## config.mk

```make
export PLATFORM = sky130hd
export DESIGN_NAME = sap1_controller_flat
export DESIGN_NICKNAME = d
export VERILOG_FILES = /design/src/rtl/sap1_controller_if.sv /design/src/rtl/sap1_controller.sv /design/src/flat_wrapper.sv
export SDC_FILE = /design/constraint.sdc
export NUM_CORES = 1
export LEC_CHECK = 0
export BUFFER_PORTS_ARGS = -buffer_cell sky130_fd_sc_hd__buf_2
export CAP_MARGIN = 30
export CORE_AREA = 2 2 39 41
export CTS_CLUSTER_SIZE = 8
export DETAILED_ROUTE_END_ITERATION = 10
export DIE_AREA = 0 0 41 43
export PLACE_DENSITY = 0.59
export SLEW_MARGIN = 20
export SYNTH_ARGS = -nofsm -noshare
export SYNTH_HDL_FRONTEND = slang
export SYNTH_SLANG_ARGS = --single-unit
```

## constraint.sdc

```tcl
create_clock -name clk -period 5 [get_ports clk]
set_input_delay 1.25 -clock clk [delete_from_list [all_inputs] [get_ports clk]]
set_output_delay 1.25 -clock clk [all_outputs]
set_load 0.02 [all_outputs]
```

## src/rtl/sap1_controller_if.sv

```systemverilog
// Control-word bundle between the SAP-1 sequencer (master) and the datapath (slave).
// With SAP1_SINGLE_STEP_EN defined the bundle also carries the step_mode/step pushbutton inputs.
interface sap1_controller_if;
    logic [3:0] opcode;
    logic [2:0] tstate;
    logic       pc_inc;
    logic       pc_load;
    logic       pc_oe;
    logic       mar_load;
    logic       ram_oe;
    logic       ir_load;
    logic       ir_oe;
    logic       a_load;
    logic       a_oe;
    logic       b_load;
    logic       alu_sub;
    logic       alu_oe;
    logic       out_load;
    logic       halted;
`ifdef SAP1_SINGLE_STEP_EN
    logic       step_mode;
    logic       step;

    modport master (
        input  opcode, step_mode, step,
        output tstate, pc_inc, pc_load, pc_oe, mar_load, ram_oe, ir_load, ir_oe,
               a_load, a_oe, b_load, alu_sub, alu_oe, out_load, halted
    );

    modport slave (
        output opcode, step_mode, step,
        input  tstate, pc_inc, pc_load, pc_oe, mar_load, ram_oe, ir_load, ir_oe,
               a_load, a_oe, b_load, alu_sub, alu_oe, out_load, halted
    );
`else
    modport master (
        input  opcode,
        output tstate, pc_inc, pc_load, pc_oe, mar_load, ram_oe, ir_load, ir_oe,
               a_load, a_oe, b_load, alu_sub, alu_oe, out_load, halted
    );

    modport slave (
        output opcode,
        input  tstate, pc_inc, pc_load, pc_oe, mar_load, ram_oe, ir_load, ir_oe,
               a_load, a_oe, b_load, alu_sub, alu_oe, out_load, halted
    );
`endif
endinterface

```

## src/rtl/sap1_controller.sv

```systemverilog
// SAP-1 control sequencer: six-state T-cycle plus opcode decode into the datapath control word.
// Optional single-step pushbutton mode is compiled in with SAP1_SINGLE_STEP_EN.
module sap1_controller #(
    parameter logic [3:0] OP_LDA     = 4'h0,
    parameter logic [3:0] OP_ADD     = 4'h1,
    parameter logic [3:0] OP_SUB     = 4'h2,
    parameter logic [3:0] OP_JMP     = 4'h6,
    parameter logic [3:0] OP_OUT     = 4'hE,
    parameter logic [3:0] OP_HLT     = 4'hF,
    parameter bit         FAST_CYCLE = 1'b0
) (
    input  logic                clk,
    input  logic                rst,
    sap1_controller_if.master   bus
);

    typedef enum logic [2:0] {
        T1 = 3'd1,
        T2 = 3'd2,
        T3 = 3'd3,
        T4 = 3'd4,
        T5 = 3'd5,
        T6 = 3'd6
    } tstate_t;

    tstate_t state;
    tstate_t state_next;
    logic    halted;
    logic    advance;

    logic is_lda, is_add, is_sub, is_jmp, is_out, is_hlt, is_alu;

    logic pc_inc, pc_load, pc_oe, mar_load, ram_oe, ir_load, ir_oe;
    logic a_load, a_oe, b_load, alu_sub, alu_oe, out_load;
    logic active;
    logic strobe_en;

`ifdef SAP1_SINGLE_STEP_EN
    logic step_meta, step_sync, step_prev, step_pulse;

    // Two-flop synchroniser on the raw pushbutton, then rising-edge detect to a one-cycle pulse.
    always_ff @(posedge clk or posedge rst) begin
        if (rst) begin
            step_meta <= 1'b0;
            step_sync <= 1'b0;
            step_prev <= 1'b0;
        end else begin
            step_meta <= bus.step;
            step_sync <= step_meta;
            step_prev <= step_sync;
        end
    end

    assign step_pulse = step_sync & ~step_prev;
    assign advance    = ~bus.step_mode | step_pulse;
`else
    assign advance = 1'b1;
`endif

    assign is_lda = (bus.opcode == OP_LDA);
    assign is_add = (bus.opcode == OP_ADD);
    assign is_sub = (bus.opcode == OP_SUB);
    assign is_jmp = (bus.opcode == OP_JMP);
    assign is_out = (bus.opcode == OP_OUT);
    assign is_hlt = (bus.opcode == OP_HLT);
    assign is_alu = is_add | is_sub;

    // Fast cycling cuts an instruction short once its last strobing state is done.
    always_comb begin
        state_next = T1;
        unique case (state)
            T1:      state_next = T2;
            T2:      state_next = T3;
            T3:      state_next = T4;
            T4:      state_next = (FAST_CYCLE && !(is_lda || is_alu || is_hlt)) ? T1 : T5;
            T5:      state_next = (FAST_CYCLE && is_lda) ? T1 : T6;
            T6:      state_next = T1;
            default: state_next = T1;
        endcase
    end

    always_ff @(posedge clk or posedge rst) begin
        if (rst) begin
            state  <= T1;
            halted <= 1'b0;
        end else if (!halted && advance) begin
            state <= state_next;
            if (state == T4 && is_hlt) begin
                halted <= 1'b1;
            end
        end
    end

    always_comb begin
        pc_inc   = 1'b0;
        pc_load  = 1'b0;
        pc_oe    = 1'b0;
        mar_load = 1'b0;
        ram_oe   = 1'b0;
        ir_load  = 1'b0;
        ir_oe    = 1'b0;
        a_load   = 1'b0;
        a_oe     = 1'b0;
        b_load   = 1'b0;
        alu_sub  = 1'b0;
        alu_oe   = 1'b0;
        out_load = 1'b0;
        unique case (state)
            T1: begin
                pc_oe    = 1'b1;
                mar_load = 1'b1;
            end
            T2: pc_inc = 1'b1;
            T3: begin
                ram_oe  = 1'b1;
                ir_load = 1'b1;
            end
            T4: begin
                if (is_lda || is_alu) begin
                    ir_oe    = 1'b1;
                    mar_load = 1'b1;
                end else if (is_jmp) begin
                    ir_oe   = 1'b1;
                    pc_load = 1'b1;
                end else if (is_out) begin
                    a_oe     = 1'b1;
                    out_load = 1'b1;
                end
            end
            T5: begin
                if (is_lda) begin
                    ram_oe = 1'b1;
                    a_load = 1'b1;
                end else if (is_alu) begin
                    ram_oe  = 1'b1;
                    b_load  = 1'b1;
                    alu_sub = is_sub;
                end
            end
            T6: begin
                if (is_alu) begin
                    alu_oe  = 1'b1;
                    a_load  = 1'b1;
                    alu_sub = is_sub;
                end
            end
            default: ;
        endcase
    end

    // Bus drivers follow the state whenever running; strobes also need an advancing cycle.
    assign active    = ~rst & ~halted;
    assign strobe_en = active & advance;

    assign bus.tstate   = state;
    assign bus.halted   = halted;
    assign bus.pc_oe    = active & pc_oe;
    assign bus.ram_oe   = active & ram_oe;
    assign bus.ir_oe    = active & ir_oe;
    assign bus.a_oe     = active & a_oe;
    assign bus.alu_oe   = active & alu_oe;
    assign bus.alu_sub  = active & alu_sub;
    assign bus.pc_inc   = strobe_en & pc_inc;
    assign bus.pc_load  = strobe_en & pc_load;
    assign bus.mar_load = strobe_en & mar_load;
    assign bus.ir_load  = strobe_en & ir_load;
    assign bus.a_load   = strobe_en & a_load;
    assign bus.b_load   = strobe_en & b_load;
    assign bus.out_load = strobe_en & out_load;

endmodule
```

## src/flat_wrapper.sv

```systemverilog
// flat-port wrapper written by rule: the top's interface ports become plain ports
module sap1_controller_flat 
#(
    parameter logic [3:0] OP_LDA     = 4'h0,
    parameter logic [3:0] OP_ADD     = 4'h1,
    parameter logic [3:0] OP_SUB     = 4'h2,
    parameter logic [3:0] OP_JMP     = 4'h6,
    parameter logic [3:0] OP_OUT     = 4'hE,
    parameter logic [3:0] OP_HLT     = 4'hF,
    parameter bit         FAST_CYCLE = 1'b0
)
  (clk, rst, bus_opcode, bus_tstate, bus_pc_inc, bus_pc_load, bus_pc_oe, bus_mar_load, bus_ram_oe, bus_ir_load, bus_ir_oe, bus_a_load, bus_a_oe, bus_b_load, bus_alu_sub, bus_alu_oe, bus_out_load, bus_halted);
  sap1_controller_if bus_i ();
  input  logic clk;
  input  logic rst;
  input wire logic [$bits(bus_i.opcode)-1:0] bus_opcode;
  output wire logic [$bits(bus_i.tstate)-1:0] bus_tstate;
  output wire logic [$bits(bus_i.pc_inc)-1:0] bus_pc_inc;
  output wire logic [$bits(bus_i.pc_load)-1:0] bus_pc_load;
  output wire logic [$bits(bus_i.pc_oe)-1:0] bus_pc_oe;
  output wire logic [$bits(bus_i.mar_load)-1:0] bus_mar_load;
  output wire logic [$bits(bus_i.ram_oe)-1:0] bus_ram_oe;
  output wire logic [$bits(bus_i.ir_load)-1:0] bus_ir_load;
  output wire logic [$bits(bus_i.ir_oe)-1:0] bus_ir_oe;
  output wire logic [$bits(bus_i.a_load)-1:0] bus_a_load;
  output wire logic [$bits(bus_i.a_oe)-1:0] bus_a_oe;
  output wire logic [$bits(bus_i.b_load)-1:0] bus_b_load;
  output wire logic [$bits(bus_i.alu_sub)-1:0] bus_alu_sub;
  output wire logic [$bits(bus_i.alu_oe)-1:0] bus_alu_oe;
  output wire logic [$bits(bus_i.out_load)-1:0] bus_out_load;
  output wire logic [$bits(bus_i.halted)-1:0] bus_halted;
  assign bus_i.opcode = bus_opcode;
  assign bus_tstate = bus_i.tstate;
  assign bus_pc_inc = bus_i.pc_inc;
  assign bus_pc_load = bus_i.pc_load;
  assign bus_pc_oe = bus_i.pc_oe;
  assign bus_mar_load = bus_i.mar_load;
  assign bus_ram_oe = bus_i.ram_oe;
  assign bus_ir_load = bus_i.ir_load;
  assign bus_ir_oe = bus_i.ir_oe;
  assign bus_a_load = bus_i.a_load;
  assign bus_a_oe = bus_i.a_oe;
  assign bus_b_load = bus_i.b_load;
  assign bus_alu_sub = bus_i.alu_sub;
  assign bus_alu_oe = bus_i.alu_oe;
  assign bus_out_load = bus_i.out_load;
  assign bus_halted = bus_i.halted;
  sap1_controller #(.OP_LDA(OP_LDA), .OP_ADD(OP_ADD), .OP_SUB(OP_SUB), .OP_JMP(OP_JMP), .OP_OUT(OP_OUT), .OP_HLT(OP_HLT), .FAST_CYCLE(FAST_CYCLE)) u_core (.clk(clk), .rst(rst), .bus(bus_i));
endmodule
```

==> run_results.csv <==
group,metric,value,unit
critical_path,r2r_setup_slack,3.73,ns
logic_synthesis,netlist_instances,51,
pwr,peakVddDrop,0.1578,mV
critical_path,path_max_fanout,7,
global_route,antenna_found_initial,0,
drt,detail_route.drc_violations,0,
clock_network,postCtsHoldBufs,0,
pwr,switching_share,50.76,%
logic_synthesis,synth_top_area_share,19.87,%
clock_network,h-tree-depth,1,
sta,fin_crit_sh,71.23,%
pwr,powerDensity,525.7,nW/um2
placement,numPortBuffers,22,
clock_network,cts_tree,"built",
global_route,grt_start_max_net_pins,11,
sta,rsz0062_at_grt,"false",
clock_network,cts-root-buf,"clkbuf_4",
global_route,grt_pass1_wl,1794,um
critical_path,crit_path_max_incr_delay,0.36,ns
drt,wl,1035,um
logic_synthesis,synth-simple-area-share,45.70,%
logic_synthesis,synth_area_per_cell,7.409,um2
drt,dr.pass1.iters,4,
drt,routedWlPerCell,11.50,um
critical_path,reg2reg_depth,3,
critical_path,cp-endpoint,"bus_ram_oe",
logic_synthesis,synthTopCellsByArea,"dfrtp_1, nand2b_1, dfstp_2",
floorplan,initial_core_util,27.31,%
floorplan,core_area,1384,um2
finish,final_cell_mix,"buf_2, nand2b_1, nand2_1",
logic_synthesis,yosys.area.top_type,"dfrtp_1",
drt,num_vias,454,
job,drv_cap,0,
clock_network,cts.sinks,4,
global_route,grt_overflow_total,0,
logic_synthesis,synthDistinctLibCells,25,
finish,syn_to_final_growth,36.76,%
sta,slew_headroom,76.16,%
pwr,pwr-share-seq,32.5,%
drt,viasPerCell,5.044,
critical_path,path_delay_family,"simple AND/OR/NAND/NOR gates",
floorplan,ios,23,
sta,finalMaxSlewViolations,0,
critical_path,arrival,2.31,ns
logic_synthesis,synth-xor-area-share,2.318,%
clock_network,cts_buffer_depth,2,
finish,drive_above_1_share,36.49,%
hold_path,hold_class,"register to register",
drt,postRouteAntennaNets,0,
logic_synthesis,synth_mux_area_share,0,%
clock_network,cts_setup_buffers,0,
critical_path,reg2reg_to,"u_core.bus.halted",
critical_path,crit_cells,5,
pwr,pwr-share-clk,16.3,%
critical_path,worstPathRequired,3.75,ns
pwr,combPwrFrac,51.2,%
critical_path,crit_top_cell,"buf_2",
clock_network,cts_made_buffers,3,
sta,hold_violations,0,
floorplan,die_h,43,um
pwr,power_leakage,0.2619,nW
critical_path,start_kind,"primary input",
sta,period_needed,3.562,ns
clock_network,clk_latency,0.24,ns
critical_path,path_cells,"buf_2 -> or3_4 -> or2_1 -> o21bai_1 -> buf_2",
floorplan,die_width,41,um
critical_path,cp-end-kind,"output port",
clock_network,ctsResizeCount,0,
floorplan,dieArea,1763,um2
logic_synthesis,yosysWarnings,0,
critical_path,crit_slowest_cell,"or3_4",
pwr,switchingPower,0.1379,mW
finish,diodes,0,
logic_synthesis,yosys.area_share.adder,0,%
finish,layout_commonest_cell,"buf_2",
placement,globalplace.congestion,0.8021,
critical_path,critPathKind,"primary input to output port",
placement,hpwl,795.7,um
floorplan,row_count,14,
sta,finalSetupViolations,0,
sta,fmax,0.2808,GHz
logic_synthesis,synth_nets,57,
clock_network,clk_pin_slew,0.04,ns
sta,tightest_slew,0.3486,ns
logic_synthesis,ys_seq_area_share,26.82,%
logic_synthesis,syn_area,377.9,um2
logic_synthesis,synth_top_family_by_area,"simple AND/OR/NAND/NOR gates",
critical_path,r2r_start,"u_core.bus.tstate[2]",
global_route,grt_usage,14.55,%
sta,holdWs,0.5664,ns
critical_path,crit_path_start,"rst",
finish,nets,81,
logic_synthesis,synth_seq_cells,4,
status,outcome,"finished, final reports clean",
critical_path,crit_buf_inv,2,
global_route,grt_pass1_vias,435,
pwr,internal_power,0.1338,mW
logic_synthesis,synth_compound_area_share,18.54,%
drt,drt_iter0_drc,4,
sta,skew,0.006998,ns
hold_path,hold-path-cell-count,1,
sta,final.setup.tns,0,ns
## state kept, by name (all words and copies together), names as in the netlist
name / flops
u_core.bus.halted: 1
u_core.bus.tstate: 3
## how the worst min path moves through the flow
stage / startpoint / end / slack, ns
after global placement: u_core.bus.halted / u_core.bus.tstate[0] / 0.56
final: u_core.bus.halted / u_core.bus.tstate[0] / 0.57
after detailed placement: u_core.bus.halted / u_core.bus.tstate[0] / 0.55
after global routing: u_core.bus.tstate[0] / u_core.bus.tstate[0] / 0.60
after CTS: u_core.bus.halted / u_core.bus.tstate[0] / 0.57
after floorplan: u_core.bus.halted / u_core.bus.tstate[0] / 0.61
## stage by stage
stage	total power, mW	instances	setup WS (ns)	area (um2)	util (%)
after global placement	0.2242	86	1.443	490.5	35.44
after floorplan	0.1816	51	1.437	377.9	-
after global routing	0.2975	90	1.344	516.7	37.34
after detailed placement	0.2252	86	1.432	490.5	35.44
final	0.2717	90	1.438	516.7	37.34
after CTS	0.2719	90	1.431	516.7	37.34
## Yosys cell counts
cell type  instances
nand4_1            1
dfrtp_1            3
a2111oi_0          1
nand2b_1           7
or2_1              1
xor2_1             1
and4b_1            1
a211o_1            1
nor4_1             3
nor2_1             4
nor3_1             3
buf_2              2
a21oi_1            3
dfstp_2            1
or3_1              1
o21a_1             1
and4_1             1
o21bai_1           2
inv_1              2
nand2_1            5
buf_4              1
or3_4              1
nor2b_1            1
and3_1             1
o21ai_0            3
## layout make-up
| type | instances | area (um2) |
|---|---|---|
| inverters | 2 | 7.507 |
| flip-flops and latches | 4 | 101.3 |
| well taps | 16 | 20.02 |
| repair buffers | 22 | 110.1 |
| fillers | 160 | 867.1 |
| clock buffers | 4 | 26.28 |
| multi-input cells | 42 | 251.5 |
## cells by family (layout without fill, tap and decap cells)
kind of cell / Yosys count / in the layout
simple gates: 30 / 30
compound gates: 11 / 11
buf+inv: 5 / 28
flops: 4 / 4
xor+xnor: 1 / 1
## power by group through the flow
stage               logic, mW  clock network [mW]  registers, mW
floorplan              0.0942                   0         0.0874
finish                  0.139              0.0443         0.0883
global route            0.154              0.0482         0.0955
global placement        0.136                   0         0.0886
CTS                     0.139              0.0446         0.0880
detailed placement      0.137                   0         0.0883
## per-layer routing
layer	wire (um)	part of all wire (%)	vias up	global-route usage [%]
met2	486	47	9	19.69
met3	34	3.3	0	3.141
li1	-	-	229	-
met4	0	0	0	8.667
met1	514	50	216	20.33
met5	0	0	-	0
Note: power is estimated with default switching activity, not from simulation.
